**src/rtl/scancode_decoder.sv**
```systemverilog
// PS/2 Set 2 scancode folder: merges E0/F0 prefixes into key events queued in a small FIFO.
// Optional Pause-sequence collapsing is enabled by defining SCANCODE_PAUSE_EN.
module scancode_decoder #(
    parameter int DEPTH = 4
) (
    input  logic       sysclk,
    input  logic       reset,
    input  logic [7:0] word,
    input  logic       done,
    output logic       ev_valid,
    input  logic       ev_ready,
    output logic [7:0] ev_code,
    output logic       ev_ext,
    output logic       ev_brk,
    output logic       err
);
    localparam int AW = $clog2(DEPTH);

    logic       ext_reg, ext_next;
    logic       brk_reg, brk_next;
    logic       push_req;
    logic       proto_err;
    logic [9:0] push_data;

    logic [AW:0] wr_ptr_reg, rd_ptr_reg;
    logic [9:0]  mem_reg [DEPTH];
    logic        err_reg;
    logic        full, empty, pop, do_push, overflow;

`ifdef SCANCODE_PAUSE_EN
    localparam logic [0:0] S_IDLE  = 1'b0;
    localparam logic [0:0] S_PAUSE = 1'b1;

    logic [0:0] state_reg, state_next;
    logic [2:0] pause_idx_reg, pause_idx_next;
    logic [7:0] pause_expect;

    // Remainder of the make+break Pause sequence after the leading E1.
    always_comb begin
        case (pause_idx_reg)
            3'd0:    pause_expect = 8'h14;
            3'd1:    pause_expect = 8'h77;
            3'd2:    pause_expect = 8'hE1;
            3'd3:    pause_expect = 8'hF0;
            3'd4:    pause_expect = 8'h14;
            3'd5:    pause_expect = 8'hF0;
            default: pause_expect = 8'h77;
        endcase
    end
`endif

    always_comb begin
        ext_next  = ext_reg;
        brk_next  = brk_reg;
        push_req  = 1'b0;
        proto_err = 1'b0;
        push_data = {brk_reg, ext_reg, word};
`ifdef SCANCODE_PAUSE_EN
        state_next     = state_reg;
        pause_idx_next = pause_idx_reg;
`endif
        if (done) begin
`ifdef SCANCODE_PAUSE_EN
            if (state_reg == S_PAUSE) begin
                if (word == pause_expect) begin
                    if (pause_idx_reg == 3'd6) begin
                        push_req       = 1'b1;
                        push_data      = {2'b00, 8'hE1};
                        state_next     = S_IDLE;
                        pause_idx_next = 3'd0;
                    end else begin
                        pause_idx_next = pause_idx_reg + 3'd1;
                    end
                end else begin
                    proto_err      = 1'b1;
                    state_next     = S_IDLE;
                    pause_idx_next = 3'd0;
                end
            end else begin
`endif
            case (word)
                8'hE0: begin
                    if (brk_reg) begin
                        proto_err = 1'b1;
                        ext_next  = 1'b0;
                        brk_next  = 1'b0;
                    end else if (ext_reg) begin
                        proto_err = 1'b1;
                    end else begin
                        ext_next = 1'b1;
                    end
                end
                8'hF0: begin
                    if (brk_reg) proto_err = 1'b1;
                    else         brk_next  = 1'b1;
                end
                8'h00, 8'hFF: begin
                    proto_err = 1'b1;
                    ext_next  = 1'b0;
                    brk_next  = 1'b0;
                end
`ifdef SCANCODE_PAUSE_EN
                8'hE1: begin
                    if (ext_reg || brk_reg) begin
                        proto_err = 1'b1;
                        ext_next  = 1'b0;
                        brk_next  = 1'b0;
                    end else begin
                        state_next     = S_PAUSE;
                        pause_idx_next = 3'd0;
                    end
                end
`endif
                default: begin
                    push_req = 1'b1;
                    ext_next = 1'b0;
                    brk_next = 1'b0;
                end
            endcase
`ifdef SCANCODE_PAUSE_EN
            end
`endif
        end
    end

    // A full FIFO still accepts a push when the head leaves in the same cycle.
    assign empty    = (wr_ptr_reg == rd_ptr_reg);
    assign full     = (wr_ptr_reg[AW] != rd_ptr_reg[AW]) &&
                      (wr_ptr_reg[AW-1:0] == rd_ptr_reg[AW-1:0]);
    assign pop      = !empty && ev_ready;
    assign do_push  = push_req && (!full || pop);
    assign overflow = push_req && full && !pop;

    always_ff @(posedge sysclk) begin
        if (reset) begin
            ext_reg    <= 1'b0;
            brk_reg    <= 1'b0;
            wr_ptr_reg <= '0;
            rd_ptr_reg <= '0;
            err_reg    <= 1'b0;
        end else begin
            ext_reg <= ext_next;
            brk_reg <= brk_next;
            err_reg <= proto_err || overflow;
            if (do_push) wr_ptr_reg <= wr_ptr_reg + (AW+1)'(1);
            if (pop)     rd_ptr_reg <= rd_ptr_reg + (AW+1)'(1);
        end
    end

`ifdef SCANCODE_PAUSE_EN
    always_ff @(posedge sysclk) begin
        if (reset) begin
            state_reg     <= S_IDLE;
            pause_idx_reg <= 3'd0;
        end else begin
            state_reg     <= state_next;
            pause_idx_reg <= pause_idx_next;
        end
    end
`endif

    // Entries are cleared on reset so the head reads as zero when empty.
    generate
        for (genvar gi = 0; gi < DEPTH; gi++) begin : g_entry
            always_ff @(posedge sysclk) begin
                if (reset) begin
                    mem_reg[gi] <= '0;
                end else if (do_push && (wr_ptr_reg[AW-1:0] == AW'(gi))) begin
                    mem_reg[gi] <= push_data;
                end
            end
        end
    endgenerate

    assign ev_valid                 = !empty;
    assign {ev_brk, ev_ext, ev_code} = mem_reg[rd_ptr_reg[AW-1:0]];
    assign err                      = err_reg;

endmodule
```
**config.mk**
```make
export PLATFORM = sky130hd
export DESIGN_NAME = scancode_decoder
export DESIGN_NICKNAME = d
export VERILOG_FILES = /design/src/rtl/scancode_decoder.sv
export SDC_FILE = /design/constraint.sdc
export NUM_CORES = 1
export LEC_CHECK = 0
export CAP_MARGIN = 10
export CORE_ASPECT_RATIO = 1.75
export CORE_MARGIN = 2
export CORE_UTILIZATION = 45
export CTS_CLUSTER_DIAMETER = 120
export DETAILED_ROUTE_END_ITERATION = 8
export DONT_BUFFER_PORTS = 1
export GPL_ROUTABILITY_DRIVEN = 1
export SLEW_MARGIN = 20
export SYNTH_ARGS = -nofsm -noshare
export SYNTH_HDL_FRONTEND = slang
export SYNTH_SLANG_ARGS = --single-unit
```
**constraint.sdc**
```tcl
create_clock -name sysclk -period 2.45 [get_ports sysclk]
set_input_delay 0.3675 -clock sysclk [delete_from_list [all_inputs] [get_ports sysclk]]
set_output_delay 0.3675 -clock sysclk [all_outputs]
set_load 0.01 [all_outputs]
```
==> metrics.md <==
| Metric | Value |
|---|---|
| Status | completed |
| Site Rows | 36 |
| Num ports | 24 |
| CTS tree | yes |
| CP required | 2.40 ns |
| Post-synth cell types | 40 |
| Reg2Reg Depth | 4 |
| Die X | 61.6 um |
| Pre-CTS setup slack | 0.279 ns |
| Max clock buf depth | 2 |
| Largest net degree at the start of global routing | 58 |
| Fill cell count | 539 |
| Worst-skew pair later-pin latency | 0.30 ns |
| Placeable Area | 5590 um2 |
| Antenna-violating nets left | 0 |
| Post-route minimum period | 2.17 ns |
| Global-route wire length before repair | 9250 um |
| Hold WC Path Type | input port to register |
| Worst Path Class, Setup | register to register |
| Die Area | 6450 um2 |
| Die Ht | 105 um |
| Initial core utilization | 0.468 |
| Max FFs per register | 40 |
| Synth top area cells | edfxtp_1 (46%), mux4_2 (8.6%), dfxtp_1 (8.4%) |
| Most frequent cell after synthesis | edfxtp_1 |
| EDFF count, synth | 40 |
| Max-slew violations | 0 |
| Comb power frac | 0.184 |
| CTS H-Tree Depth | 2 |
| Slew headroom | 0.619 |
| Max cap viols | 0 |
| Yosys reg bits | 51 |
| Net Sw Frac | 0.268 |
| Final WL | 5670 um |
| Hold-fix buffers at CTS | 0 |
| Vias in the first global route | 1777 |
| Yosys warning total | 0 |
| Critical path arrival | 2.11 ns |
| Part of the power in registers | 0.566 |
| Post-CTS Resized | 0 |
| Starting DRT DRC Count | 88 |
| Hold Path Depth | 1 |
| Port bufs | 0 |
| Syn Nets | 214 |
| Most common library cells after synthesis | edfxtp_1 (40), nand2_1 (23), nor3_1 (19) |
| Diodes inserted | 0 |
| Vias | 1638 |
| Layout area overhead | 5.99% |
| Period Utilization, post-route | 0.884 |
| Share of layout cells above drive strength 1 | 0.204 |
| Avg Synthesized Cell Area | 13.3 um2 |
| Root Driver | clkbuf_8 |
| Worst-path fanout max | 10 |
| Static leakage | 0.988 nW |
| Clock power frac | 0.250 |
| CP Capture Type | register |
| Final hold vios | 0 |
| Initial antenna violation count | 0 |
| Setup ws final | 0.284 ns |
| Prevailing post-synth register cell | edfxtp_1 |
| CTS Sinks | 51 |
| Power Density | 659 nW/um2 |
| DRC errors left | 0 |
| Fin Hold WS | 0.136 ns |
| Max VDD drop | 0.410 mV |
| NetSw | 489 uW |
| RSZ-0062 raised after global routing | no |
| Slew @ Worst Pin | 0.565 ns |
| Drt wl/cell | 20.9 um |
| # nets final | 212 |
| Gpl congestion | 0.815 |
| Fmax | 0.462 GHz |
| Post-Synthesis Cell Area | 2610 um2 |
| CTS clk-pin slew, worst paths | 0.08 ns |
| Gr ovfl total | 0 |
| Setup Skew | 0.00916 ns |
| Synthesized instance count | 197 |
| Cell Int Power | 1.34 mW |
| Setup Viol. Count Final | 0 |
| Asr flop ratio synth | 0 |
| Post-Route Setup TNS | 0 ns |
| DR pass1 iterations | 4 |
| Startpoint types | register |
| Num CTS Buffers | 5 |
| Post-CTS setup buffer count | 0 |
| Post-synth top area share | 0.460 |
| Tot GR Track Use | 0.199 |
| Fin util | 0.496 |
| Post-synth top area cell | edfxtp_1 |
| Detailed-route vias per instance | 6.02 |
| Sequential area share after synthesis | 0.544 |
| Dpl hpwl | 3890 um |
==> cell families after synthesis <==
logic type / count (synthesis) / synth area share
AND/OR/NAND/NOR: 85 / 0.222
flip-flops: 51 / 0.544
buffers and inverters: 21 / 0.0350
AO/OA/AOI/OAI: 15 / 0.0465
multiplexers: 15 / 0.106
XOR/XNOR: 5 / 0.0225
adder cells (fa/ha/maj): 5 / 0.0239
==> worst max-delay path, cell delays in order, from the launching register on <==
cell	delay [ns]
dfxtp_1	0.46
xor2_2	0.26
nor4b_4	0.10
a211oi_2	0.50
a21o_1	0.50
==> cell type report <==
| class | instances | area [um2] | share of cell area |
|---|---|---|---|
| Inverter | 5 | 18.8 | 0.00678 |
| Timing Repair Buffer | 7 | 52.6 | 0.0190 |
| Clock buffer | 6 | 72.6 | 0.0262 |
| Sequential cell | 51 | 1420 | 0.513 |
| Clock inverter | 2 | 8.76 | 0.00316 |
| Tap cell | 76 | 95.1 | 0.0343 |
| Multi-Input combinational cell | 125 | 1100 | 0.397 |
==> placed cells by master (no fill, tap or decap), types with 2 or more instances in the layout <==
master    Yosys  final
edfxtp_1     40     40
nand2_1      23     23
nor3_1       19     19
dfxtp_1      11     11
mux4_2       10     10
and4b_1       9      9
nor4b_2       9      9
nor2_1        8      8
buf_4         0      7
a21o_1        6      6
inv_1         5      5
ha_1          5      5
clkbuf_8      0      5
xor2_1        3      3
mux2i_1       3      3
xor2_2        2      2
and3_1        2      2
nor4_2        2      2
nand3_1       2      2
a21oi_1       2      2
mux2_1        2      2
nand2b_1      2      2
==> metrics by stage <==
step	total power, mW	instances	area, um2
after floorplan	1.32	197	2610
after global placement	1.38	264	2690
after detailed placement	1.40	264	2690
after CTS	1.84	272	2770
after global routing	1.91	272	2770
final	1.83	272	2770
==> power by group through the flow <==
stage | clock network, mW | registers, mW | logic [mW]
after floorplan | 0 | 1.03 | 0.289
after global placement | 0 | 1.05 | 0.329
after detailed placement | 0 | 1.06 | 0.341
after CTS | 0.466 | 1.04 | 0.341
after global routing | 0.499 | 1.04 | 0.366
final | 0.456 | 1.03 | 0.336
==> metal layers <==
layer	up-vias	part of all wire	global-route usage
li1	746	-	-
met1	824	0.38	0.242
met2	49	0.54	0.314
met3	19	0.046	0.0446
met4	0	0.041	0.108
met5	-	0	0
==> worst paths after layout <==
check / from / end / slack (ns)
max: wr_ptr_reg[1] / mem_reg[0][1] / 0.28
min reg2reg: rd_ptr_reg[2] / rd_ptr_reg[2] / 0.55
max reg2reg: wr_ptr_reg[1] / mem_reg[0][1] / 0.28
min: reset / rd_ptr_reg[2] / 0.14
Power figures use the tool's default switching activity.
